### src/rtl/image_pipe_fifo.sv
// ---------------------------------------------------------------------------
// image_pipe_fifo
//
// Elastic, registered stream stage for the image pipeline. A DEPTH-entry FIFO
// sits between the upstream (is_*) and downstream (im_*) valid/busy/end
// interfaces, followed by a registered output stage. End-of-frame is stored
// in-band with its pixel, so it can never drift away from its data under
// backpressure.
//
// Upstream backpressure (is_busy_out) is registered and raised early: it goes
// high once the FIFO holds DEPTH-BUSY_MARGIN or more entries. That leaves
// BUSY_MARGIN free slots for beats already in flight. Any beat offered while
// the FIFO is full is dropped, and the sticky ovf_err flag is set.
//
// Optional feature (macro IMAGE_PIPE_FIFO_STATS_EN):
//   adds frame_cnt and last_frame_pix, which count consumed frames and the
//   pixel count of the most recent frame.
//
// Parameters:
//   DW          pixel width (>= 1)
//   DEPTH       FIFO entries (power of 2, >= BUSY_MARGIN+1)
//   BUSY_MARGIN free entries reserved after is_busy_out rises (>= 1)
//
// Ports:
//   clk             rising-edge clock
//   rst             synchronous, active-high reset
//   is_data_in      input pixel
//   is_valid_in     input beat present
//   is_end_in       input beat is the last pixel of its frame
//   is_busy_out     registered backpressure to upstream
//   im_data_out     registered output pixel
//   im_valid_out    registered output beat present
//   im_end_out      registered output end-of-frame
//   im_busy_in      downstream backpressure
//   fill_level      FIFO entries in use (the output register is not counted)
//   ovf_err         sticky: a beat was offered while the FIFO was full
//   frame_cnt       (stats only) frames consumed downstream, wraps at 16 bits
//   last_frame_pix  (stats only) pixel count of the last consumed frame
// ---------------------------------------------------------------------------
module image_pipe_fifo #(
    parameter int DW          = 32,
    parameter int DEPTH       = 4,
    parameter int BUSY_MARGIN = 2
) (
    input  logic                         clk,
    input  logic                         rst,
    input  logic [DW-1:0]                is_data_in,
    input  logic                         is_valid_in,
    input  logic                         is_end_in,
    output logic                         is_busy_out,
    output logic [DW-1:0]                im_data_out,
    output logic                         im_valid_out,
    output logic                         im_end_out,
    input  logic                         im_busy_in,
    output logic [$clog2(DEPTH+1)-1:0]   fill_level,
    output logic                         ovf_err
`ifdef IMAGE_PIPE_FIFO_STATS_EN
    ,
    output logic [15:0]                  frame_cnt,
    output logic [31:0]                  last_frame_pix
`endif
);

    localparam int AW = $clog2(DEPTH);
    localparam int CW = $clog2(DEPTH + 1);

    localparam logic [CW-1:0] DEPTH_C  = CW'(DEPTH);
    localparam logic [CW-1:0] THRESH_C = CW'(DEPTH - BUSY_MARGIN);

    // Each entry is {end, data}.
    logic [DW:0]   mem [DEPTH];
    logic [AW-1:0] wr_ptr;
    logic [AW-1:0] rd_ptr;
    logic [CW-1:0] count;
    logic [CW-1:0] count_next;
    logic          push;
    logic          pop;
    logic          overflow;

    // Both decisions use the count from the start of the cycle. A pop in the
    // same cycle does not make room for a push into a full FIFO.
    always_comb begin
        // NOTE: every signal written here gets a default first, so no path
        // leaves a value unassigned and no latch is inferred.
        push       = 1'b0;
        pop        = 1'b0;
        overflow   = 1'b0;
        count_next = count;

        push     = is_valid_in && (count != DEPTH_C);
        overflow = is_valid_in && (count == DEPTH_C);
        pop      = !im_busy_in && (count != '0);

        unique case ({push, pop})
            2'b10:   count_next = count + CW'(1);
            2'b01:   count_next = count - CW'(1);
            default: count_next = count;
        endcase
    end

    // NOTE: the storage array has no reset. Valid entries are tracked only by
    // the pointers and count, so clearing the data would cost logic and add
    // nothing.
    always_ff @(posedge clk) begin
        if (push) begin
            mem[wr_ptr] <= {is_end_in, is_data_in};
        end
    end

    always_ff @(posedge clk) begin
        // NOTE: state registers use non-blocking assignments only. Every
        // right-hand side then sees the values from before the edge, which
        // the count/pointer and output-register updates rely on.
        if (rst) begin
            wr_ptr       <= '0;
            rd_ptr       <= '0;
            count        <= '0;
            is_busy_out  <= 1'b0;
            im_data_out  <= '0;
            im_valid_out <= 1'b0;
            im_end_out   <= 1'b0;
            ovf_err      <= 1'b0;
        end else begin
            // DEPTH is a power of two, so the pointers wrap by overflowing.
            if (push) begin
                wr_ptr <= wr_ptr + AW'(1);
            end
            if (pop) begin
                rd_ptr <= rd_ptr + AW'(1);
            end
            count <= count_next;

            // Built from count_next rather than im_busy_in, so there is no
            // combinational path from downstream busy to upstream busy.
            is_busy_out <= (count_next >= THRESH_C);

            if (overflow) begin
                ovf_err <= 1'b1;
            end

            // The output register holds while downstream is busy. Otherwise
            // it loads the FIFO head, or clears to an idle bubble when empty.
            if (!im_busy_in) begin
                if (count != '0) begin
                    im_data_out  <= mem[rd_ptr][DW-1:0];
                    im_end_out   <= mem[rd_ptr][DW];
                    im_valid_out <= 1'b1;
                end else begin
                    im_data_out  <= '0;
                    im_end_out   <= 1'b0;
                    im_valid_out <= 1'b0;
                end
            end
        end
    end

    assign fill_level = count;

`ifdef IMAGE_PIPE_FIFO_STATS_EN
    // A beat is consumed when it sits in the output register while
    // downstream is not busy.
    logic        consumed;
    logic [31:0] pix_cnt;

    assign consumed = im_valid_out && !im_busy_in;

    always_ff @(posedge clk) begin
        if (rst) begin
            pix_cnt        <= '0;
            frame_cnt      <= '0;
            last_frame_pix <= '0;
        end else if (consumed) begin
            if (im_end_out) begin
                last_frame_pix <= pix_cnt + 32'd1;
                pix_cnt        <= '0;
                frame_cnt      <= frame_cnt + 16'd1;
            end else begin
                pix_cnt <= pix_cnt + 32'd1;
            end
        end
    end
`endif

endmodule

### config.mk
export PLATFORM = sky130hd
export DESIGN_NAME = image_pipe_fifo
export DESIGN_NICKNAME = d
export VERILOG_FILES = /design/src/rtl/image_pipe_fifo.sv
export SDC_FILE = /design/constraint.sdc
export NUM_CORES = 1
export LEC_CHECK = 0
export BUFFER_PORTS_ARGS = -buffer_cell sky130_fd_sc_hd__buf_2
export CORE_UTILIZATION = 50
export CTS_BUF_LIST = sky130_fd_sc_hd__clkbuf_8 sky130_fd_sc_hd__clkbuf_16
export CTS_CLUSTER_DIAMETER = 150
export DETAILED_ROUTE_END_ITERATION = 12
export PLACE_DENSITY_LB_ADDON = 0.05
export RECOVER_POWER = 25
export REMOVE_ABC_BUFFERS = 1
export SLEW_MARGIN = 20
export SYNTH_ARGS = -nofsm -noshare
export SYNTH_HDL_FRONTEND = slang
export SYNTH_SLANG_ARGS = --single-unit
### constraint.sdc
create_clock -name clk -period 3 [get_ports clk]
set_clock_uncertainty 0.1 [all_clocks]
set_input_delay 0 -clock clk [delete_from_list [all_inputs] [get_ports clk]]
set_output_delay 0 -clock clk [all_outputs]
set_load 0.05 [all_outputs]
Yosys cells after proc, flatten, opt, wreduce, memory -nomap -nowiden
Memories as Yosys holds them, arrays and structs flattened. A register that Yosys moved wholly into a read port is not among the register bits. Index checks and enable logic that the tools add are counted.

Output and inout port bits: 39. Flip-flop bits (word level): 43. Memories kept: 1. Input port bits: 37. Word-level logic and storage cells: 31. Memory bits (writable): 132.

Magnitude comparators: 1. Reductions and logical operators: 5. Equal/unequal tests: 4. Add/sub/neg operators: 4. Mux-type cells: 8.

Memory list: mem (words 4, bits a word 33, rd ports 1, clocked after Yosys merged registers in 1, write ports 1, RTL line 71) `logic [DW:0] mem [DEPTH];`.

Operators with widths (count): 2-to-1 mux 32 bit (1); one-hot mux 3 bit (2 select lines) (1); adder 2 x 1 -> 2 bit, second input constant (2); 2-to-1 mux 1 bit (4); 2-to-1 mux 2 bit (2); adder 3 x 1 -> 3 bit, second input constant (1); == test 3 bit, second input constant (1); greater-or-equal comparator 3 x 2 -> 1 bit, second input constant (1); logical AND 1 bit (3); inequality test 3 bit, second input constant (1); nonzero test 3 bit (1); subtractor 3 x 1 -> 3 bit, second input constant (1); == test 2 x 1 -> 1 bit, second input constant (1); == test 2 bit, second input constant (1); logical NOT 1 bit (1).

Depth between registers and ports, before layout
Depth in word-level cells: 5. Gate-level depth with buffers: 9. Depth with buffers taken out: 8.

Worst setup path after synthesis
Ideal clock, no wire load.

Path kind: reg-to-reg. Start: register count[2], in the netlist fill_level[2]. End: register is_busy_out. Stages on the path, launching flop included: 10. Arrival time: 2513 ps. Setup slack: 306 ps. Library setup time: 81 ps. Data required time: 2819 ps. Buffers on the path: 1. Period minus slack after synthesis: 2694 ps. Path through: dfxtp_1 > or3b_1 > buf_2 > nand2_1 > ha_1 > inv_1 > fa_1 > xor2_1 > or3_1 > a41oi_1.

Longest elaborated chain between the ends: 5. Elaborated cells between the ends (all ways): 10. Classes of those cells: 2 x add/sub; 1 x order compare; 3 x eq/ne; 1 x mux; 3 x reduce/logical.

Ends and longest elaborated chain: start: declaration (RTL line 74) `logic [CW-1:0] count;`; start signal: assignment (RTL line 131) `count <= count_next;`; inequality test 3 bit / nonzero test 3 bit (equally long branches) (RTL line 90, 92); logical AND 1 bit, on equally long branches (RTL line 90, 92); == test 2 x 1 -> 1 bit / == test 2 bit (equally long branches) (RTL line 94) `unique case ({push, pop})`; one-hot mux 3 bit (2 select lines) * (RTL line 94); greater-or-equal comparator 3 x 2 -> 1 bit * (RTL line 135) `is_busy_out <= (count_next >= THRESH_C);`; end signal: assignment (RTL line 135); end: declaration (RTL line 50) `output logic is_busy_out,`.

Every way passes the cells marked *; elsewhere a longest branch is shown, timed or not. A chain may end at the register's enable or synchronous reset.

Worst setup path after layout
Same ends and word-level chain as after synthesis.

==> flow_summary_export.csv <==
group,metric,value,unit
job,drv_cap,0,
timing,fin_tns_setup,0,ns
layout,fin_nets,473,
routing,wl_met2,5.59,mm
layout,multiInputGateArea,1380,um2
setup_path,cp_max_fo,9,
placement,placed_area,6940,um2
layout,drive_above_1_share,27.8,%
cts,cts_root_buf,"clkbuf_16",
die,die_area,13200,um2
timing,drv_slew,0,
outcome,status,"completed",
cts,ctsLongestPathBuffers,2,
timing,period_share,86.7,%
hold_path,holdCritPathClass,"in2reg",
timing,final-setup-viol-count,0,
routing,wl_per_cell,18.3,um
cts,cts_buffers,17,
logic_synthesis,syn_area_per_cell,20.5,um2
logic_synthesis,synthTopCellsByArea,"edfxtp_1 (62%), dfxtp_1 (14%), mux4_2 (11%)",
die,placementRows,40,
layout,stdcell_count,611,
power,peakVddDrop,0.465,mV
die,dieWidth,115,um
placement,placedCellCount,542,
layout,area_growth,22.2,%
logic_synthesis,syn_area,6390,um2
cts,clock_latency,0.42,ns
cts,ctsHoldBuffers,37,
global_routing,grt_max_degree,34,
layout,design_area,7800,um2
logic_synthesis,yosysUniqueCellTypes,29,
routing,antenna_left,0,
timing,period_needed,2.60,ns
power,power_density,830,nW/um2
routing,viasPerCell,5.26,
routing,routed.top_layer,"met4",
setup_path,critPathCaptureType,"flip-flop",
routing,drtIter0Drc,167,
timing,fmax,384,MHz
timing,slew_headroom,33.8,%
routing,num_vias,3212,
cts,h-tree-depth,4,
routing,dr.pass1.iters,4,
layout,fillCellCount,933,
cts,ctsResizeCount,0,
setup_path,worstPathRequired,3.23,ns
placement,hpwl,6.47,mm
global_routing,grt_pass1_wl,17.9,mm
logic_synthesis,synth_top_area_share,62.1,%
routing,routed_wl,11.2,mm
logic_synthesis,yosys_warnings,0,
setup_path,crit_arrival,2.83,ns
timing,finalHoldViolCount,0,
routing,drc,0,
logic_synthesis,synth.ff_latch_count,177,
logic_synthesis,yosysSeqAreaShare,76.2,%
logic_synthesis,synth_area_leader_cell,"edfxtp_1",
power,power,6.48,mW
layout,diodes,0,
timing,grt_setup_unrepaired,"false",
placement,place_congestion,0.754,
global_routing,antenna_found_initial,0,
cts,cts_tree,"done",
cts,post_cts_buffers,0,
die,dieHeight,115,um
global_routing,grt_use_total,19.0,%
power,p_leak,2.79,nW
global_routing,gr-total-overflow,0,
setup_path,startpoint_type,"flip-flop",
die,core-area,12200,um2
routing,drt-met1-wl,4.99,mm
placement,portBuffers,75,
die,ios,76,
logic_synthesis,synthCells,312,
timing,worstMarginPinSlew,0.991,ns
cts,clock-sinks,177,
setup_path,path_class,"reg2reg",
routing,wl_met3,378,um
layout,register_area,4870,um2
die,initial_core_util,52.3,%
global_routing,grt_pass1_vias,3407,
cts,path_clk_slew,0.06,ns
[registers in the layout (all words and copies together), names as in the netlist, named ones only]
register and flops:
im_valid_out 1, is_busy_out 1, wr_ptr 2, fill_level 3, rd_ptr 2, ovf_err 1, im_end_out 1, mem 132
im_data_out 32
[kinds of logic after synthesis]
| group | after synthesis | share of synthesized area (%) |
|---|---|---|
| flops | 177 | 76.2 |
| compound gates | 48 | 5.97 |
| simple gates | 21 | 1.92 |
| mux | 33 | 11.8 |
| xor+xnor | 2 | 0.274 |
| buf+inv | 25 | 2.57 |
| fa+ha+maj | 6 | 1.29 |
[power breakdown]
group	total, mW	internal (mW)	switching (mW)	leakage, nW
clock network	1.97	1.13	0.833	0.288
logic	1.44	0.566	0.873	0.921
registers	3.07	2.93	0.147	1.58
[Yosys cell counts (all sizes together)]
library cell    n
buf            15
xor2            2
inv             6
o31ai           1
mux4           33
nor3            2
edfxtp        132
or2             1
nand2           3
a21oi           7
and3            4
a22o           33
dfxtp          45
nor2            4
ha              5
o21ai           2
or3             2
a21o            2
nor2b           1
clkbuf          4
fa              1
a41oi           2
nand3           2
o21a            1
or3b            1
or4             1
[through the flow]
| step | setup WS (ns) | utilization (%) | hold WS [ns] |
|---|---|---|---|
| CTS | 0.410 | 64.1 | 0.215 |
| global route | 0.248 | 63.9 | 0.265 |
| floorplan | 0.317 | - | -0.0309 |
| detailed placement | 0.426 | 56.8 | 0.118 |
| finish | 0.399 | 63.9 | 0.241 |
| global placement | 0.546 | 56.8 | 0.113 |
[placed cells by master (no fill, tap or decap), types with 3 or more instances in the layout]
| master | instances |
|---|---|
| a21oi_1 | 7 |
| ha_1 | 5 |
| clkbuf_16 | 17 |
| edfxtp_1 | 132 |
| mux4_2 | 30 |
| nand2_1 | 3 |
| mux4_1 | 3 |
| a22o_1 | 33 |
| buf_4 | 3 |
| dfxtp_1 | 43 |
| clkbuf_1 | 23 |
| dlygate4sd3_1 | 37 |
| and3_2 | 4 |
| clkinv_2 | 5 |
| nor2_1 | 4 |
| inv_1 | 13 |
| buf_2 | 52 |
| buf_12 | 3 |
[cell type report]
cell class | count | area share (%)
Multi-Input combinational cell | 110 | 17.6
Sequential cell | 177 | 62.4
Inverter | 6 | 0.289
Timing Repair Buffer | 118 | 10.2
Clock buffer | 18 | 5.63
Tap cell | 168 | 2.69
Clock inverter | 14 | 1.14
[per-layer routing]
layer | GRT usage (%) | vias up
met3 | 4.96 | 18
met1 | 24.0 | 1610
met4 | 8.92 | 0
met5 | 0 | -
met2 | 30.8 | 71
li1 | - | 1513
[worst paths after layout]
| kind | from | endpoint | slack [ns] | depth (start not counted) |
|---|---|---|---|---|
| setup / recovery | fill_level[2]$_SDFF_PP0_ | is_busy_out$_SDFF_PP0_ | 0.40 | 8 |
| setup reg to reg | fill_level[2]$_SDFF_PP0_ | is_busy_out$_SDFF_PP0_ | 0.40 | 8 |
| hold reg to reg | im_data_out[5]$_SDFFE_PP0N_ | im_data_out[5]$_SDFFE_PP0N_ | 0.37 | 1 |
| hold / removal | is_data_in[9] | mem[1][9]$_DFFE_PP_ | 0.24 | 2 |
[critical path, stage by stage (launching register included)]
cell	delay, ns
dfxtp_1	0.42
or3b_1	0.50
nand2_1	0.13
ha_1	0.19
inv_1	0.06
fa_1	0.37
xor2_1	0.16
or3_1	0.33
a41oi_1	0.26
Note: power is estimated with default switching activity, not from simulation.
